$ cat config.mk
export PLATFORM = sky130hd
export DESIGN_NAME = ar_add_gate
export DESIGN_NICKNAME = d
export VERILOG_FILES = /design/src/rtl/ar_add_gate.sv
export SDC_FILE = /design/constraint.sdc
export NUM_CORES = 1
export LEC_CHECK = 0
export BUFFER_PORTS_ARGS = -buffer_cell sky130_fd_sc_hd__buf_4
export CAP_MARGIN = 5
export CORE_AREA = 2 2 39 41
export CTS_BUF_LIST = sky130_fd_sc_hd__clkbuf_16
export CTS_CLUSTER_DIAMETER = 30
export DETAILED_ROUTE_END_ITERATION = 7
export DIE_AREA = 0 0 41 43
export SLEW_MARGIN = 25
export SYNTH_ARGS = -nofsm -noshare
export SYNTH_HDL_FRONTEND = slang
export SYNTH_SLANG_ARGS = --single-unit
$ cat constraint.sdc
create_clock -name CLOCK -period 2 [get_ports CLOCK]
set_input_delay 0.2 -clock CLOCK [delete_from_list [all_inputs] [get_ports CLOCK]]
set_output_delay 0.2 -clock CLOCK [all_outputs]
set_load 0.005 [all_outputs]
$ cat src/rtl/ar_add_gate.sv
// Bit-serial AR add gate: adds the intermediate bus into the recirculating AR word, LSB first.
// Optional framing check enabled by defining AR_ADD_SYNC_CHECK_EN.
module ar_add_gate (
    input  logic       CLOCK,
    input  logic       rst,
    input  logic       IB,
    input  logic       AR_IN,
    input  logic       T0,
    input  logic       TS,
    input  logic       ADD,
    input  logic       IS,
    output logic       LB,
    output logic       CY,
    output logic       ACT,
    output logic       OVFLW,
    output logic [4:0] BIT_CNT,
    output logic       SYNC_ERR
);

    localparam int unsigned CNT_W = 5;
    localparam logic [CNT_W-1:0] LAST_BIT = CNT_W'(28);

    logic             addw;
    logic             cin;
    logic             act_d;
    logic             cy_d;
    logic             ovf_d;
    logic [CNT_W-1:0] cnt_d;

    // Serial full adder; reset forces pass-through of IB.
    always_comb begin
        addw  = rst & (T0 ? ADD : ACT);
        cin   = T0 ? (ADD & IS) : CY;
        LB    = addw ? (IB ^ AR_IN ^ cin) : IB;
        cy_d  = addw & ~TS & ((IB & AR_IN) | (IB & cin) | (AR_IN & cin));
        ovf_d = TS & addw & (IB ~^ AR_IN) & (LB ^ IB);
        act_d = T0 ? ADD : ACT;
        if (T0) begin
            cnt_d = CNT_W'(1);
        end else if (BIT_CNT == LAST_BIT) begin
            cnt_d = '0;
        end else begin
            cnt_d = BIT_CNT + CNT_W'(1);
        end
    end

    always_ff @(posedge CLOCK or negedge rst) begin
        if (!rst) begin
            CY      <= 1'b0;
            ACT     <= 1'b0;
            OVFLW   <= 1'b0;
            BIT_CNT <= '0;
        end else begin
            CY      <= cy_d;
            ACT     <= act_d;
            OVFLW   <= ovf_d;
            BIT_CNT <= cnt_d;
        end
    end

`ifdef AR_ADD_SYNC_CHECK_EN
    logic t0_seen;
    logic sync_err_q;
    logic frame_bad;

    // The first T0 after reset aligns the counter and is never a framing error.
    always_comb begin
        frame_bad = (TS & ~T0 & (BIT_CNT != LAST_BIT)) |
                    (T0 & t0_seen & (BIT_CNT != '0));
    end

    always_ff @(posedge CLOCK or negedge rst) begin
        if (!rst) begin
            t0_seen    <= 1'b0;
            sync_err_q <= 1'b0;
        end else begin
            t0_seen    <= t0_seen | T0;
            sync_err_q <= sync_err_q | frame_bad;
        end
    end

    assign SYNC_ERR = sync_err_q;
`else
    assign SYNC_ERR = 1'b0;
`endif

endmodule

After elaboration in Yosys (flattened, before gate mapping)

Index checks and enable logic that the tools add are counted.
Widths: inputs -> output; s select.

$add $sub $neg: 1
Equality and inequality tests: 1
Muxes and demuxes: 5
Bitwise logic cells: 17

Operator list:

| kind                | number |
|---|---|
| $and 1x1->1         | 10 |
| $mux 5              | 2 |
| $add 5x1->5 const B | 1 |
| $eq 5x5->1 const B  | 1 |
| $mux 1              | 3 |
| $xor 1x1->1         | 3 |
| $or 1x1->1          | 2 |
| $not 1->1           | 1 |
| $xnor 1x1->1        | 1 |

Bits in registers: 8
Bits of input ports: 8
Output and inout bits: 10
Word-level logic and storage cells: 28

Longest topological paths before layout

Gate-level depths: netlist of the first run.

Depth after elaboration: 6
Gate-level depth with buffers: 6
Depth with buffers taken out: 5

Worst setup path before layout of the first run

No wires, ideal clock.

Path type: register to output
Start: register CY
End: output LB
Arrival time: 1.288 ns
Required time: 1.800 ns
Setup slack: 0.512 ns
Cell stages (with the launch flop): 5
Path buffers: 0
Cells stage by stage: dfrtp_1 -> inv_1 -> o21ai_0 -> fa_1 -> mux2_4

Word-level cells in the longest chain between the ends: 3

Ends and longest elaborated chain:

| what                     | line | RTL |
|---|---|---|
| start: declaration       | 13   | `output logic CY,` |
| start signal: assignment | 54   | `CY <= cy_d;` |
| $mux 1                   | 33   | `cin = T0 ? (ADD & IS) : CY;` |
| $xor 1x1->1              | 34   | `LB = addw ? (IB ^ AR_IN ^ cin) : IB;` |
| $mux 1                   | 34   |  |
| end: declaration         | 12   | `output logic LB,` |

Every way passes these cells.

Final worst setup path of the first run

Ends and elaborated chain as after synthesis.

==> results of run 1 <==
cells in the mapped netlist (all sizes together):
cell    number  area [sq um]
ha           3         37.54
mux2         2         30.03
nor3b        1         7.510
and2b        1         8.760
nand2b       1         6.260
nand2        2         15.01
a21oi        2         10.01
fa           1         20.02
nor3         1         5.000
nor4b        1         15.01
nand4b       1         8.760
a31oi        1         6.260
xnor2        1         8.760
nor2         2         7.510
buf          2         18.77
nand3        2         10.01
inv          3         11.26
nand4        1         6.260
nand3b       1         7.510
o21ai        2         10.01
dfrtp        8         200.2
a21o         1         8.760
conb         1         3.750
a22oi        1         7.510
flip-flops by register name (all words and copies together), names as in the netlist:
| name | count |
|---|---|
| CY | 1 |
| BIT_CNT | 5 |
| OVFLW | 1 |
| ACT | 1 |
power groups by stage:
stage	clock network [mW]	registers [mW]	logic, mW
5_1_grt	0.348	0.186	0.0998
4_1_cts	0.337	0.184	0.0904
3_5_place_dp	0	0.186	0.0879
3_3_place_gp	0	0.185	0.0873
6_report	0.329	0.184	0.0887
2_1_floorplan	0	0.185	0.0485
critical path: cells and delay by family, from the launching register on:
| kind | cells | cell delay (ns) |
|---|---|---|
| adder cells (fa/ha/maj) | 1 | 0.47 |
| buffers and inverters | 2 | 0.18 |
| multiplexers | 1 | 0.29 |
| flip-flops | 1 | 0.34 |
| AO/OA/AOI/OAI | 1 | 0.14 |
metrics by stage:
step	instance area, sq um	instances	setup slack, ns	power (mW)	hold WS, ns
floorplan	470.5	42	0.5118	0.2335	-0.09559
global placement	591.8	72	0.3534	0.2726	0.03432
detailed placement	591.8	72	0.3413	0.2738	0.03562
CTS	676.9	76	0.08599	0.6115	0.1353
global route	676.9	76	0.08016	0.6338	0.1449
finish	676.9	76	0.1701	0.6015	0.1344
worst paths after layout:
path	startpoint	endpoint	slack [ns]	cells after the start
max in group asynchronous	rst	CY$_DFF_PN0_	1.52	2
setup / recovery	CY$_DFF_PN0_	LB	0.17	5
hold / removal	TS	CY$_DFF_PN0_	0.13	2
min in group asynchronous	rst	ACT$_DFF_PN0_	0.34	2
setup reg to reg	CY$_DFF_PN0_	OVFLW$_DFF_PN0_	0.56	5
hold reg to reg	ACT$_DFF_PN0_	ACT$_DFF_PN0_	0.57	1
layer usage:
metal  vias up  part of all wire  track usage
met5         -                 0            0
met4         0             0.011      0.08000
met3         2             0.060      0.04712
met2        13              0.53       0.1969
met1       188              0.40       0.1409
li1        178                 -            -
cell families after synthesis:
logic type	count (synthesis)	synth area share
other	1	0.007971
XOR/XNOR	1	0.01862
AO/OA/AOI/OAI	7	0.09045
flip-flops	8	0.4255
AND/OR/NAND/NOR	14	0.2075
buffers and inverters	5	0.06383
adder cells (fa/ha/maj)	4	0.1224
multiplexers	2	0.06383
what timing repair did:
| item | in CTS | in global routing |
|---|---|---|
| gates resized for setup | 0 | 1 |
| endpoints found under the hold margin | 8 | 0 |
| hold buffers | 1 | 0 |
| endpoints found under the setup margin | 0 | 1 |
layout make-up:
cell class              count  area (sq um)  area share
repair buffers             17         130.1      0.1922
multi-input cells          29         240.2      0.3549
flip-flops and latches      8         200.2      0.2957
clock buffers               3         75.07      0.1109
inverters                   3         11.26     0.01664
well taps                  16         20.02     0.02957
==> impl_results.md, run 1 <==
- F_max: 0.5465 GHz
- Worst clock skew: 0.001494 ns
- Hold WC Path Type: input port to flip-flop
- Area growth, synth to finish: 43.88%
- Sequential share of power: 0.306
- Fin util: 0.4892
- Crit-path max cell delay: 0.47 ns
- Count of cell types in the netlist: 26
- Setup bufs post-CTS: 0
- Fillers: 134
- Commonest non-fill, non-tap cell in the layout: buf_4
- Synthesis-stage register bit count: 8
- CP arrival: 1.63 ns
- First-pass detailed-route iteration total: 4
- RePlAce Congestion: 0.6374
- Final Max Tran Viols: 0
- Via count: 381
- Chip Width: 41 um
- Max-cap violations: 0
- Switch share: 0.2003
- Ports: 18
- CTS Root Cell: clkbuf_16
- Post-Route WL: 881 um
- Post-DRT Antenna Nets: 0
- LEAKAGE: 0.3250 nW
- Most frequent cells in the layout: buf_4, dfrtp_1, inv_1, ha_1, clkbuf_16
- CP Capture Type: output pin
- Clock power share: 0.547
- Global-route usage over all layers: 0.1282
- TNS Setup: 0 ns
- Status: completed
- First-iteration detailed-routing DRC count: 4
- Vias/cell: 5.013
- Avg Synthesized Cell Area: 11.20 sq um
- Bufs on Longest Clock Path: 2
- Worst skew pair latency: 0.23 ns
- Core footprint: 1384 sq um
- Cell count after synthesis: 42
- Vias in the first global route: 354
- Largest net degree at the start of global routing: 10
- Startpoint class of the critical path: flip-flop
- Fin. Hold Viols: 0
- Biggest fanout along the worst timing path: 2
- Die Area: 1763 sq um
- Synthesized area: 470.5 sq um
- Crit path kind: flip-flop to output pin
- GRT overflow: 0
- Layout cells sized above 1: 0.4167
- Critical path, cell by cell: inv_1 -> o21ai_1 -> fa_1 -> mux2_4 -> buf_4
- RSZ-0062 raised after global routing: false
- CTS clk-pin slew, worst paths: 0.04 ns
- Initial antenna violation count: 0
- Row cnt: 14
- # port buffers: 16
- Seq/Total Area, Yosys: 0.4255
- Mapped Nets: 54
- Die H: 43 um
- Critical Path RT: 1.80 ns
- PwrDens: 888.7 nW/um^2
- Worst vdd ir: 556.2 uV
- Yosys warnings: 0
- Inserted Clock Buffers: 3
- Global-route wire length before repair: 1.462 mm
- Starting Density: 0.3400
- Sw Pwr: 0.1205 mW
- Nets: 74
- Slowest CP cell: fa_1
- Final min period: 1.830 ns
- H-tree depth: 1
- Final count of negative-setup-slack endpoints: 0
- CTS tree: built
- Comb power frac: 0.147
- Clock sinks: 8
- # DRC: 0
- Drt wl/cell: 11.59 um
- Tcrit/Tclk final: 0.9149
- N_diodes: 0
- Pint: 0.4810 mW
Power figures use the tool's default switching activity.
==> run 2, diff against run 1 <==
--- a/config.mk
+++ b/config.mk
@@ -12,6 +12,7 @@
 export CTS_CLUSTER_DIAMETER = 30
 export DETAILED_ROUTE_END_ITERATION = 7
 export DIE_AREA = 0 0 41 43
+export REMOVE_ABC_BUFFERS = 1
 export SLEW_MARGIN = 25
 export SYNTH_ARGS = -nofsm -noshare
 export SYNTH_HDL_FRONTEND = slang
==> run 2 against run 1 <==
  * Final cell count did not move
  * Power grew 0.68%
  * Wire length fell by 4.5%
  * Clock-buffer cell count stayed put
  * Core utilization unchanged
  * Clock skew fell by 0.0012 ns
  * Clock power is 1% higher
==> impl_results.md, run 2 (synthesized netlist as in run 1, its figures left out) <==
- Die Area: 1763 sq um (unchanged)
- F_max: 0.5380 GHz (-1.6%)
- Max-cap violations: 0 (unchanged)
- Area growth, synth to finish: 43.88% (unchanged)
- Vias in the first global route: 326 (-7.9%)
- Layout cells sized above 1: 0.4167 (unchanged)
- Die H: 43 um (unchanged)
- LEAKAGE: 0.3250 nW (unchanged)
- Post-DRT Antenna Nets: 0 (unchanged)
- Final Max Tran Viols: 0 (unchanged)
- Tcrit/Tclk final: 0.9294 (+0.01441)
- Global-route wire length before repair: 1.366 mm (-6.6%)
- Via count: 362 (-5.0%)
- Placement Cell Area: 591.8 sq um (unchanged)
- CP arrival: 1.66 ns (+0.03 ns)
- CTS Root Cell: clkbuf_16
- Most frequent cells in the layout: buf_4, dfrtp_1, inv_1, ha_1, clkbuf_16
- CP Buf/Inv Count: 2 (unchanged)
- Max reg flops: 5 (unchanged)
- Clock sinks: 8 (unchanged)
- RSZ-0062 raised after global routing: false
- Nets: 74 (unchanged)
- Post-Route WL: 841 um (-4.5%)
- PwrDens: 894.8 nW/um^2 (+0.68%)
- CTS tree: built
- Hold WC Path Type: input port to flip-flop
- Global-route usage over all layers: 0.1233 (-0.004836)
- GRT overflow: 0 (unchanged)
- # DRC: 0 (unchanged)
- N_diodes: 0 (unchanged)
- Biggest fanout along the worst timing path: 2 (unchanged)
- Row cnt: 14 (unchanged)
- Status: completed
- Fin. Hold Viols: 0 (unchanged)
- Commonest non-fill, non-tap cell in the layout: buf_4
- Ports: 18 (unchanged)
- Worst clock skew: 0.0002514 ns (-0.001243 ns)
- CTS clk-pin slew, worst paths: 0.04 ns (about the same)
- Critical Path RT: 1.80 ns (about the same)
- Startpoint class of the critical path: flip-flop
- Bufs on Longest Clock Path: 2 (unchanged)
- Total power: 0.6057 mW (+0.68%)
- Detailed Place HPWL: 624.2 um
- Final min period: 1.859 ns (+0.02883 ns)
- Fin util: 0.4892 (unchanged)
- H-tree depth: 1 (unchanged)
- Setup WS pre-CTS: 0.3446 ns (+0.003364 ns)
- Largest net degree at the start of global routing: 10 (unchanged)
- First-pass detailed-route iteration total: 2 (-2)
- Most flops, register: BIT_CNT
- Core footprint: 1384 sq um (unchanged)
- Final instance area: 676.9 sq um (unchanged)
- Crit-path max cell delay: 0.48 ns (about the same)
- First-iteration detailed-routing DRC count: 1 (-3)
- Placed cell count: 72 (unchanged)
- # port buffers: 16 (unchanged)
- Vias/cell: 4.763 (-5.0%)
- Worst skew pair latency: 0.23 ns (about the same)
- Top delay family on crit path: adder cells
- Initial antenna violation count: 0 (unchanged)
- Finished Layout Cells: 76 (unchanged)
- Drt wl/cell: 11.07 um (-4.5%)
- Hold slack final: 0.1246 ns (-0.009763 ns)
- TNS Setup: 0 ns (unchanged)
- Inserted Clock Buffers: 3 (unchanged)
- Final count of negative-setup-slack endpoints: 0 (unchanged)
- Starting Density: 0.3400 (unchanged)
- Slowest CP cell: fa_1
- RePlAce Congestion: 0.6059 (-4.9%)
- Crit path kind: flip-flop to output pin
- Critical path, cell by cell: inv_1 -> o21ai_1 -> fa_1 -> mux2_4 -> buf_4
- Chip Width: 41 um (unchanged)
- Final WS setup: 0.1413 ns (-0.02883 ns)
- Worst vdd ir: 473.2 uV (-15%)
- CP Capture Type: output pin
[run 2: cell counts in the layout (fill, tap and decap cells not counted)]
No cell type changed its count.
[run 2: final timing paths]
check | start | endpoint | slack [ns] | cells after the start
setup / recovery | CY$_DFF_PN0_ | LB | 0.14 | 5
hold / removal | TS | CY$_DFF_PN0_ | 0.12 | 2
setup reg to reg | CY$_DFF_PN0_ | OVFLW$_DFF_PN0_ | 0.52 | 5
hold reg to reg | ACT$_DFF_PN0_ | ACT$_DFF_PN0_ | 0.54 | 1
max in group asynchronous | rst | OVFLW$_DFF_PN0_ | 1.52 | 2
min in group asynchronous | rst | BIT_CNT[2]$_DFF_PN0_ | 0.34 | 2
[run 2: per-layer routing]
metal / GRT usage / vias up / part of all wire
met5: 0 / - / 0
met4: 0.1000 / 0 / 0.027
met3: 0.04712 / 3 / 0.084
met2: 0.1531 / 15 / 0.43
met1: 0.1622 / 165 / 0.46
li1: - / 179 / -
[run 2: timing repair]
| item | 4_1_cts | 5_1_grt |
|---|---|---|
| buffers inserted | 0 | 0 |
| hold buffers | 1 | 0 |
| endpoints found under the hold margin | 8 | 0 |
| setup endpoints to repair | 0 | 1 |
| resized for setup | 0 | 1 |
[run 2: report_power, final]
part,internal (mW),switching [mW]
Sequential,0.173,0.0109
Combinational,0.0511,0.0376
Clock,0.257,0.0759
[run 2: final cells by class]
class | count | area, sq um
Sequential cell | 8 | 200.2
Multi-Input combinational cell | 29 | 240.2
Clock buffer | 3 | 75.07
Fill cell | 137 | 706.9
Inverter | 3 | 11.26
Tap cell | 16 | 20.02
Timing Repair Buffer | 17 | 130.1
[run 2: worst reg2reg max path, cell delays in order (launching register included)]
cell and delay [ns]:
dfrtp_1 0.33, inv_1 0.05, o21ai_1 0.15, fa_1 0.48, xnor2_1 0.16, nor4b_2 0.21
==> run 3, diff against run 2 <==
--- a/config.mk
+++ b/config.mk
@@ -7,11 +7,14 @@
 export LEC_CHECK = 0
 export BUFFER_PORTS_ARGS = -buffer_cell sky130_fd_sc_hd__buf_4
 export CAP_MARGIN = 5
-export CORE_AREA = 2 2 39 41
+export CELL_PAD_IN_SITES_DETAIL_PLACEMENT = 0
+export CELL_PAD_IN_SITES_GLOBAL_PLACEMENT = 1
+export CORE_MARGIN = 2
+export CORE_UTILIZATION = 34
 export CTS_BUF_LIST = sky130_fd_sc_hd__clkbuf_16
 export CTS_CLUSTER_DIAMETER = 30
 export DETAILED_ROUTE_END_ITERATION = 7
-export DIE_AREA = 0 0 41 43
+export PLACE_DENSITY_LB_ADDON = 0.1
 export REMOVE_ABC_BUFFERS = 1
 export SLEW_MARGIN = 25
 export SYNTH_ARGS = -nofsm -noshare
==> run 3 against run 2 <==
  * Clock skew increased by 0.00073 ns
  * Non-clock buffer count stayed put
  * Register-to-register slack got worse by 0.03 ns
  * Maximum frequency shrank 2.5%
  * Sequential power about the same
  * Core utilization up 3.0 points
  * Sequential share of layout area is 0.055 points higher
  * First-iteration DRC count down 100%
  * Critical path depth unchanged
  * Critical path type unchanged
==> impl_results.md, run 3 (synthesized netlist as in run 1, its figures left out) <==
- Die H: 41.20 um (-4.2%)
- Register Area: 200.2 sq um (unchanged)
- Chip Width: 41.20 um (+0.48%)
- First-pass detailed-route iteration total: 1 (-1)
- Max reg flops: 5 (unchanged)
- CTS resizes: 0 (unchanged)
- Met3 GRT Util: 0.07065 (+0.02353)
- Setup bufs post-CTS: 0 (unchanged)
- CTS tree: built
- Fillers: 118 (-14%)
- Fin. Hold Viols: 0 (unchanged)
- Largest net degree at the start of global routing: 10 (unchanged)
- Layout cells sized above 1: 0.4167 (unchanged)
- Nets: 74 (unchanged)
- F_max: 0.5246 GHz (-2.5%)
- CTS Root Cell: clkbuf_16
- GRT overflow: 0 (unchanged)
- Global-route wire length before repair: 1.414 mm (+3.5%)
- Fin util: 0.5192 (+0.03008)
- Startpoint class of the critical path: flip-flop
- Vias in the first global route: 341 (+4.6%)
- Detailed Place HPWL: 741.1 um (+19%)
- CP Capture Type: output pin
- TNS Setup: 0 ns (unchanged)
- CTS clk-pin slew, worst paths: 0.04 ns (about the same)
- RSZ-0062 raised after global routing: false
- Final count of negative-setup-slack endpoints: 0 (unchanged)
- # DRC: 0 (unchanged)
- H-tree depth: 1 (unchanged)
- Global-route usage over all layers: 0.1416 (+0.01823)
- Multi-input gate area: 240.2 sq um (unchanged)
- Ports: 18 (unchanged)
- Most frequent cells in the layout: buf_4, dfrtp_1, inv_1, ha_1, clkbuf_16
- Crit path kind: flip-flop to output pin
- N_diodes: 0 (unchanged)
- # port buffers: 16 (unchanged)
- First-iteration detailed-routing DRC count: 0 (-1)
- Vias/cell: 4.947 (+3.9%)
- Final Max Tran Viols: 0 (unchanged)
- Biggest fanout along the worst timing path: 2 (unchanged)
- Status: completed
- Commonest non-fill, non-tap cell in the layout: buf_4
- Gr busiest metal: met2
- Via count: 371 (+2.5%)
- Worst clock skew: 0.0009823 ns (+0.0007309 ns)
- Worst skew pair latency: 0.23 ns (about the same)
- Grt met1 use: 0.1291 (-0.03302)
- Most flops, register: BIT_CNT
- Area growth, synth to finish: 43.62%
- Post-Route WL: 911 um (+8.3%)
- Row cnt: 13 (-1)
- Bufs on Longest Clock Path: 2 (unchanged)
- GR Layer Usage met2: 0.2305 (+0.07734)
- Tcrit/Tclk final: 0.9530 (+0.02369)
- Clock sinks: 8 (unchanged)
- Final min period: 1.906 ns (+0.04738 ns)
- Hold WC Path Type: input port to flip-flop
- PwrDens: 896.0 nW/um^2 (+0.14%)
- Inserted Clock Buffers: 3 (unchanged)
- CP arrival: 1.71 ns (+0.05 ns)
- RePlAce Congestion: 0.6250 (+3.2%)
- Critical Path RT: 1.80 ns (about the same)
- Starting Density: 0.3615 (+0.02157)
- Die Area: 1697 sq um (-3.7%)
- Drt wl/cell: 12.15 um (+9.8%)
- Core footprint: 1301 sq um (-6.0%)
- Worst vdd ir: 470.8 uV (-0.49%)
- Post-DRT Antenna Nets: 0 (unchanged)
- Max-cap violations: 0 (unchanged)
- LEAKAGE: 0.3250 nW (about the same)
- Initial antenna violation count: 0 (unchanged)
[run 3: cell count changes in the layout (fill, tap and decap cells not counted)]
cell	before	now
o21ai_1	1	0
o21ai_0	1	2
[run 3: where the power goes]
group / internal [mW] / switching, mW / leakage (nW) / total, mW
combinational: 0.0513 / 0.0384 / 0.184 / 0.0898
clock: 0.257 / 0.0746 / 0.0370 / 0.332
sequential: 0.173 / 0.0110 / 0.104 / 0.184
total: 0.481 / 0.124 / 0.325 / 0.605
[run 3: area by class of cell]
class,count,area share
Multi-Input combinational cell,29,0.3556
Sequential cell,8,0.2963
Timing Repair Buffer,17,0.1926
Clock buffer,3,0.1111
Tap cell,15,0.02778
Inverter,3,0.01667
[run 3: through the flow]
stage / hold WS [ns] / cells / area [sq um] / total power [mW] / setup slack (ns)
final: 0.1280 / 75 / 675.6 / 0.6054 / 0.09392
after floorplan: -0.09559 / 40 / 451.7 / 0.2285 / 0.5118
after CTS: 0.1276 / 75 / 675.6 / 0.6135 / 0.07275
after global placement: 0.03275 / 71 / 590.6 / 0.2706 / 0.3712
after detailed placement: 0.03526 / 71 / 590.6 / 0.2753 / 0.3173
after global routing: 0.1317 / 75 / 675.6 / 0.6365 / 0.01587
[run 3: final timing paths]
kind                          startpoint              endpoint  slack (ns)  cells past startpoint
setup / recovery            CY$_DFF_PN0_                    LB        0.09                      5
hold / removal                        TS          CY$_DFF_PN0_        0.13                      2
setup reg to reg            CY$_DFF_PN0_       OVFLW$_DFF_PN0_        0.49                      5
hold reg to reg            ACT$_DFF_PN0_         ACT$_DFF_PN0_        0.54                      1
max in group asynchronous            rst  BIT_CNT[0]$_DFF_PN0_        1.52                      2
min in group asynchronous            rst  BIT_CNT[2]$_DFF_PN0_        0.34                      2
[run 3: worst max-delay path, cell delays in order (launching register included)]
cell and delay, ns:
dfrtp_1 0.34, inv_1 0.04, o21ai_0 0.18, fa_1 0.49
mux2_4 0.30, buf_4 0.13
[run 3: metal layers]
metal | share of wire | wire length [um]
met1 | 0.36 | 331
met2 | 0.53 | 484
met3 | 0.083 | 76
met4 | 0.021 | 19
met5 | 0 | 0
[run 3: what timing repair did]
item                       CTS  global route
setup endpoints to repair    0             0
hold buffers                 1             0
hold endpoints to repair     8             0
